**config.mk**
```make
export PLATFORM = sky130hd
export DESIGN_NAME = sim_test_monitor
export DESIGN_NICKNAME = d
export VERILOG_FILES = /design/src/rtl/sim_mon_pkg.sv /design/src/rtl/sim_mon_hart.sv /design/src/rtl/sim_test_monitor.sv
export SDC_FILE = /design/constraint.sdc
export NUM_CORES = 1
export LEC_CHECK = 0
export BUFFER_PORTS_ARGS = -buffer_cell sky130_fd_sc_hd__buf_2
export CORE_MARGIN = 5
export CORE_UTILIZATION = 54
export CTS_CLUSTER_SIZE = 28
export DETAILED_ROUTE_END_ITERATION = 10
export HOLD_SLACK_MARGIN = 0.06
export PLACE_DENSITY = 0.89
export SYNTH_ARGS = -nofsm -noshare
export SYNTH_HDL_FRONTEND = slang
export SYNTH_SLANG_ARGS = --single-unit
```
**constraint.sdc**
```tcl
create_clock -name clock -period 4.9 [get_ports clock]
set_input_delay 0.735 -clock clock [delete_from_list [all_inputs] [get_ports clock]]
set_output_delay 0.735 -clock clock [all_outputs]
set_load 0.005 [all_outputs]
```
**src/rtl/sim_mon_pkg.sv**
```systemverilog
// Shared types and helpers for the simulation test monitor: hart/global state
// encodings and a lowest-set-bit encoder used to pick the first failing hart.
package sim_mon_pkg;

  localparam int MAX_HARTS = 16;
  localparam int IDX_W     = 4;

  typedef enum logic [1:0] {RUN, PASSED, FAILED} hart_st_e;
  typedef enum logic [1:0] {RUNNING, PASS, FAIL, TIMEOUT} glb_st_e;

  function automatic logic [IDX_W-1:0] lowest_set(input logic [MAX_HARTS-1:0] v);
    logic [IDX_W-1:0] idx;
    idx = '0;
    for (int i = MAX_HARTS - 1; i >= 0; i--) begin
      if (v[i]) idx = IDX_W'(i);
    end
    return idx;
  endfunction

endpackage

```
**src/rtl/sim_mon_hart.sv**
```systemverilog
// Per-hart verdict FSM: RUN until the first committed ecall, then PASSED or FAILED
// for good; captures the result code of a failing ecall.
module sim_mon_hart
  import sim_mon_pkg::*;
#(
  parameter int              XLEN      = 64,
  parameter logic [XLEN-1:0] PASS_CODE = XLEN'(1)
) (
  input  logic            clock,
  input  logic            reset,
  input  logic            i_en,
  input  logic            i_ecall,
  input  logic [XLEN-1:0] i_gp,
  input  logic [XLEN-1:0] i_code,
  output logic            o_pass_nxt,
  output logic            o_fail_evt,
  output logic [XLEN-1:0] o_code
);

  hart_st_e        r_state;
  hart_st_e        w_state_nxt;
  logic [XLEN-1:0] r_code;

  always_ff @(posedge clock or posedge reset) begin
    if (reset) r_state <= RUN;
    else       r_state <= w_state_nxt;
  end

  always_comb begin
    // NOTE: default to the current state first so no path leaves w_state_nxt unassigned (no latch).
    w_state_nxt = r_state;
    if (i_en && (r_state == RUN) && i_ecall) begin
      w_state_nxt = (i_gp == PASS_CODE) ? PASSED : FAILED;
    end
  end

  assign o_pass_nxt = (w_state_nxt == PASSED);
  assign o_fail_evt = (r_state == RUN) && (w_state_nxt == FAILED);

  always_ff @(posedge clock or posedge reset) begin
    if (reset)           r_code <= '0;
    else if (o_fail_evt) r_code <= i_code;
  end

  assign o_code = r_code;

endmodule

```
**src/rtl/sim_test_monitor.sv**
```systemverilog
// Bench monitor deciding PASS/FAIL/TIMEOUT for an N-hart SoC from ecall commits, gp and a
// no-retire watchdog. Optional tohost snooping is enabled by defining SIM_MON_TOHOST_EN.
module sim_test_monitor
  import sim_mon_pkg::*;
#(
  parameter int              HARTS     = 1,
  parameter int              XLEN      = 64,
  parameter int              TIMEOUT_W = 32,
  parameter logic [XLEN-1:0] PASS_CODE = XLEN'(1),
  localparam int             HW        = (HARTS > 1) ? $clog2(HARTS) : 1
) (
  input  logic                  clock,
  input  logic                  reset,
  input  logic [HARTS-1:0]      commit_valid,
  input  logic [HARTS-1:0]      ecall_u,
  input  logic [HARTS-1:0]      ecall_s,
  input  logic [HARTS-1:0]      ecall_m,
  input  logic [HARTS*XLEN-1:0] gp,
  input  logic [TIMEOUT_W-1:0]  timeout_cycles,
`ifdef SIM_MON_TOHOST_EN
  input  logic                  tohost_valid,
  input  logic [XLEN-1:0]       tohost_data,
`endif
  output logic                  success,
  output logic                  fail,
  output logic                  timeout,
  output logic                  done,
  output logic [HW-1:0]         fail_hart,
  output logic [XLEN-1:0]       fail_code,
  output logic [TIMEOUT_W-1:0]  cycle_count
);

  glb_st_e               r_glb_st;
  glb_st_e               w_glb_nxt;
  logic                  w_run;
  logic [HARTS-1:0]      w_ecall;
  logic [HARTS-1:0]      w_pass_nxt;
  logic [HARTS-1:0]      w_fail_evt;
  logic [XLEN-1:0]       w_gp       [HARTS];
  logic [XLEN-1:0]       w_code_in  [HARTS];
  logic [XLEN-1:0]       w_code_cap [HARTS];
  logic [IDX_W-1:0]      w_low_idx;
  logic [TIMEOUT_W-1:0]  r_idle;
  logic [TIMEOUT_W-1:0]  w_idle_nxt;
  logic                  w_to_hit;
  logic [TIMEOUT_W-1:0]  r_cycles;
  logic [HW-1:0]         r_fail_hart;

  assign w_run = (r_glb_st == RUNNING);

  always_comb begin
    for (int h = 0; h < HARTS; h++) begin
      w_ecall[h]   = ecall_u[h] | ecall_s[h] | ecall_m[h];
      w_gp[h]      = gp[h*XLEN +: XLEN];
      w_code_in[h] = gp[h*XLEN +: XLEN];
    end
`ifdef SIM_MON_TOHOST_EN
    // A tohost store acts as a hart-0 ecall; odd non-1 values carry the test number in [XLEN-1:1].
    if (tohost_valid) begin
      w_ecall[0]   = 1'b1;
      w_gp[0]      = tohost_data;
      w_code_in[0] = (tohost_data[0] && (tohost_data != XLEN'(1))) ? (tohost_data >> 1)
                                                                     : tohost_data;
    end
`endif
  end

  for (genvar h = 0; h < HARTS; h++) begin : g_hart
    sim_mon_hart #(
      .XLEN      (XLEN),
      .PASS_CODE (PASS_CODE)
    ) u_hart (
      .clock      (clock),
      .reset      (reset),
      .i_en       (w_run),
      .i_ecall    (w_ecall[h]),
      .i_gp       (w_gp[h]),
      .i_code     (w_code_in[h]),
      .o_pass_nxt (w_pass_nxt[h]),
      .o_fail_evt (w_fail_evt[h]),
      .o_code     (w_code_cap[h])
    );
  end

  assign w_low_idx  = lowest_set(MAX_HARTS'(w_fail_evt));
  assign w_idle_nxt = (|commit_valid) ? '0
                    : ((r_idle == '1) ? r_idle : r_idle + TIMEOUT_W'(1));
  assign w_to_hit   = (timeout_cycles != '0) && (w_idle_nxt == timeout_cycles);

  always_ff @(posedge clock or posedge reset) begin
    if (reset) r_glb_st <= RUNNING;
    else       r_glb_st <= w_glb_nxt;
  end

  // Decisions use the harts' next state and the next idle count so flags land one cycle after the cause.
  always_comb begin
    w_glb_nxt = r_glb_st;
    if (w_run) begin
      if (|w_fail_evt)      w_glb_nxt = FAIL;
      else if (w_to_hit)    w_glb_nxt = TIMEOUT;
      else if (&w_pass_nxt) w_glb_nxt = PASS;
    end
  end

  always_comb begin
    success = (r_glb_st == PASS);
    fail    = (r_glb_st == FAIL);
    timeout = (r_glb_st == TIMEOUT);
    done    = (r_glb_st != RUNNING);
  end

  always_ff @(posedge clock or posedge reset) begin
    if (reset) begin
      r_idle      <= '0;
      r_cycles    <= '0;
      r_fail_hart <= '0;
    end else if (w_run) begin
      r_idle <= w_idle_nxt;
      if (r_cycles != '1) r_cycles <= r_cycles + TIMEOUT_W'(1);
      if (|w_fail_evt)    r_fail_hart <= HW'(w_low_idx);
    end
  end

  always_comb begin
    fail_code = '0;
    for (int h = 0; h < HARTS; h++) begin
      if (HW'(h) == r_fail_hart) fail_code = w_code_cap[h];
    end
  end

  assign fail_hart   = r_fail_hart;
  assign cycle_count = r_cycles;

endmodule

```
==> results.tsv <==
stage	metric	value	unit
status	status	completed	
sta	sum of negative setup slack	0	ns
logic_synthesis	largest area contributor in the netlist	dfrtp_1	
pwr	Combinational Power Share	0.171	
grt	grt ovf	0	
route	Vias	7422	
sta	final hold vios	0	
pwr	sw frac	0.273	
logic_synthesis	register area share after synthesis	0.428	
logic_synthesis	share of Yosys cell area claimed by the top area cell type	0.428	
flow_run	Max-Cap Viols	0	
setup_path	Critical Path Fanout Max	14	
sta	Final Slew Violations	0	
clock_network	clock buffer count from CTS	17	
final_layout	commonest non-fill, non-tap cell in the layout	buf_2	
logic_synthesis	post-synthesis compound-gate area fraction	0.124	
final_layout	most frequent cells in the layout	buf_2 (201), dfrtp_1 (132), nand2_1 (78)	
sta	crit path time final	4.14	ns
placement	GP Congestion	1.03	
die	row cnt	43	
die	die area	16800	µm²
sta	Final period util	0.844	
sta	f_max	242	MHz
pwr	Pint	2270	µW
final_layout	Layout Area Growth over Synthesis	22.4	%
route	post-route ant nets	0	
grt	first-pass GRT wire length	39300	µm
pwr	leakage	0.00412	µW
final_layout	Final #Nets	1101	
placement	placed inst area	8870	µm²
logic_synthesis	synthesized flop and latch total	132	
logic_synthesis	ranking of synthesized cells by area	dfrtp_1 (43%), mux2_2 (9.5%), nand2_1 (3.8%), xnor2_1 (3.6%), o21ai_0 (3.4%)	
route	per-cell routed wire length	20.9	µm
pwr	pwr dens	330	nW/µm²
logic_synthesis	ys async rst share	1.00	
sta	RSZ-0062 raised after global routing	no	
clock_network	htree depth	4	
final_layout	Finished Layout Cells	1190	
setup_path	CP max stage cell	or4_1	
logic_synthesis	most common flop cell mapped by yosys	dfrtp_1	
clock_network	CTS tree	built	
setup_path	max incr delay on CP	0.53	ns
clock_network	clk root buf	clkbuf_16	
route	vias per cell	6.24	
die	core area	13900	µm²
clock_network	clock buffer depth	2	
sta	Rel. slew slack	0.427	
placement	post-DP HPWL	18400	µm
setup_path	Arr. time, crit path	4.46	ns
logic_synthesis	Synth Area in Adders	0.00324	
grt	met1 Usage GRT	0.377	
clock_network	post-CTS setup buffer count	0	
setup_path	cell mode on critical path	or4_1	
logic_synthesis	mapped cell area	7720	µm²
setup_path	cell family with most CP delay	simple AND/OR/NAND/NOR gates	
setup_path	Startpoint Class	flip-flop	
setup_path	crit-path cells	ha_1, nand4_1, nor4_1, buf_4, and4_1, mux2i_1, o2bb2ai_1, or4_1, or4_1, or4_4, o31ai_2	
grt	initial antenna violation count	0	
clock_network	CTS hold repair buffers	0	
final_layout	Finished Cell Area	9450	µm²
clock_network	clk_lat worst skew	0.42	ns
logic_synthesis	Netlist cell types	67	
clock_network	post-cts sizing count	0	
setup_path	Crit path required time	5.22	ns
route	TritonRoute pass-1 iters	5	
die	io pins	203	
logic_synthesis	Synth Area in XOR/XNOR	0.0511	
logic_synthesis	mux share of post-synthesis cell area	0.112	
die	die extent in x	130	µm
pwr	Sequential Power Share	0.430	
logic_synthesis	Avg Synthesized Cell Area	9.53	µm²
clock_network	CTS Sinks	132	
logic_synthesis	yosys warns	0	
final_layout	fraction of layout cells with a size suffix above 1	0.323	
route	DRT iter0 DRCs	786	
grt	largest net degree at the start of global routing	73	
grt	busiest grt layer	met2	
logic_synthesis	Mapped Cells	810	
grt	grt met2 use	0.504	
placement	placed instance count	1158	
sta	final setup fails	0	
logic_synthesis	Simple-Gate Fraction of Synth Area	0.248	
placement	I/O Buffers	201	
sta	Final Skew	0.00976	ns
sta	slew at the pin closest to its max-slew limit	0.860	ns
logic_synthesis	Syn Nets	914	
grt	GRT Total Usage	0.301	
logic_synthesis	largest family of logic cells by synthesized area	simple AND/OR/NAND/NOR gates	
setup_path	CP Class	reg -> reg	
pwr	Psw	850	µW
setup_path	CP endpoint kind	flip-flop	
clock_network	CTS clk-pin slew, worst paths	0.06	ns
pwr	Clock power frac	0.399	
grt	met3 Use GR	0.0664	
grt	vias in the first global route	7217	
route	DRC violations left	0	
die	Starting Density	0.554	
die	Die Y	130	µm
hold_path	worst min path class	in -> async	
setup_path	Worst Path Buf+Inv	1	
route	WL final	24800	µm
logic_synthesis	number of flops mapped to enable cells by yosys	0	
final_layout	final core utilization	0.678	
pwr	maximum VDD drop	0.000241	V
==> cell usage after synthesis, types with 3 or more instances <==
| cell type | number |
|---|---|
| dfrtp_1 | 132 |
| nand2_1 | 78 |
| mux2_2 | 65 |
| o21ai_0 | 52 |
| nor2_1 | 47 |
| nand3_1 | 37 |
| clkbuf_1 | 36 |
| nor4_1 | 34 |
| xnor2_1 | 32 |
| nand4_1 | 30 |
| a21oi_1 | 24 |
| nor3_1 | 21 |
| and2_1 | 15 |
| and4_1 | 14 |
| nor2b_1 | 14 |
| mux2i_1 | 13 |
| xor2_1 | 13 |
| and3_1 | 12 |
| inv_1 | 12 |
| buf_2 | 10 |
| a31oi_1 | 9 |
| nand2b_1 | 9 |
| o31ai_1 | 8 |
| or4_1 | 7 |
| o41ai_1 | 6 |
| a211oi_1 | 5 |
| a221oi_1 | 4 |
| a22o_1 | 4 |
| nor3b_1 | 4 |
| o2111ai_1 | 4 |
| or3_1 | 4 |
| o2111a_1 | 3 |
| o21a_1 | 3 |
| o221ai_1 | 3 |
| o311ai_0 | 3 |
| or2_2 | 3 |
==> registers in the layout, indices dropped and copies added (netlist names) <==
| signal | flops |
|---|---|
| g_hart.u_hart.o_code | 64 |
| r_glb_st | 2 |
| cycle_count | 32 |
| r_idle | 32 |
| g_hart.u_hart.r_state | 2 |
==> kinds of logic after synthesis <==
group                      Yosys count
DFF                                132
AOI/OAI and AO/OA                  146
and+or+nand+nor                    344
other                                1
adders and majority gates            2
xor gates and xnor gates            45
muxes                               78
buffers and inverters               62
==> area by class of cell <==
class / count / area [µm²]
antenna: 1 / 2.50
clock buffer: 19 / 443
clock inverter: 12 / 131
fill: 1062 / 4490
inverter: 13 / 51.3
multi-input combinational: 616 / 4160
sequential: 132 / 3300
tap: 180 / 225
timing repair buffer: 217 / 1130
==> stage by stage <==
| step | total power (µW) | hold WS [ns] | worst slack [ns] |
|---|---|---|---|
| floorplan | 1600 | 0.473 | 0.639 |
| global placement | 1850 | 0.470 | 0.978 |
| detailed placement | 1880 | 0.479 | 0.899 |
| CTS | 3130 | 0.495 | 0.872 |
| global route | 3250 | 0.514 | 0.473 |
| finish | 3120 | 0.495 | 0.763 |
==> metal layers <==
layer	share of wire	up-vias
li1	-	3393
met1	0.39	3543
met2	0.49	407
met3	0.089	79
met4	0.037	0
met5	0	-
==> power by group through the flow <==
stage | sequential (µW) | clock (µW) | combinational [µW]
6_report | 1340 | 1240 | 532
5_1_grt | 1360 | 1310 | 578
4_1_cts | 1340 | 1260 | 536
3_5_place_dp | 1350 | 0 | 529
3_3_place_gp | 1340 | 0 | 515
2_1_floorplan | 1350 | 0 | 251
==> worst paths after layout <==
check                                                  from                                       to  slack, ns  cells after the start
max in group asynchronous                             reset                   r_idle[10]$_DFFE_PP0P_       3.45                      3
worst max register to register        r_idle[0]$_DFFE_PP0P_                  r_glb_st[0]$_DFFE_PP0P_       0.76                     11
worst max-delay path                  r_idle[0]$_DFFE_PP0P_                  r_glb_st[0]$_DFFE_PP0P_       0.76                     11
min in group clock              cycle_count[12]$_DFFE_PP0P_              cycle_count[12]$_DFFE_PP0P_       0.50                      1
worst min-delay path                                  reset  g_hart[0].u_hart.o_code[41]$_DFFE_PP0P_       0.50                      2
worst min register to register  cycle_count[12]$_DFFE_PP0P_              cycle_count[12]$_DFFE_PP0P_       0.50                      1
No activity file was read; power rests on OpenSTA's default activity.
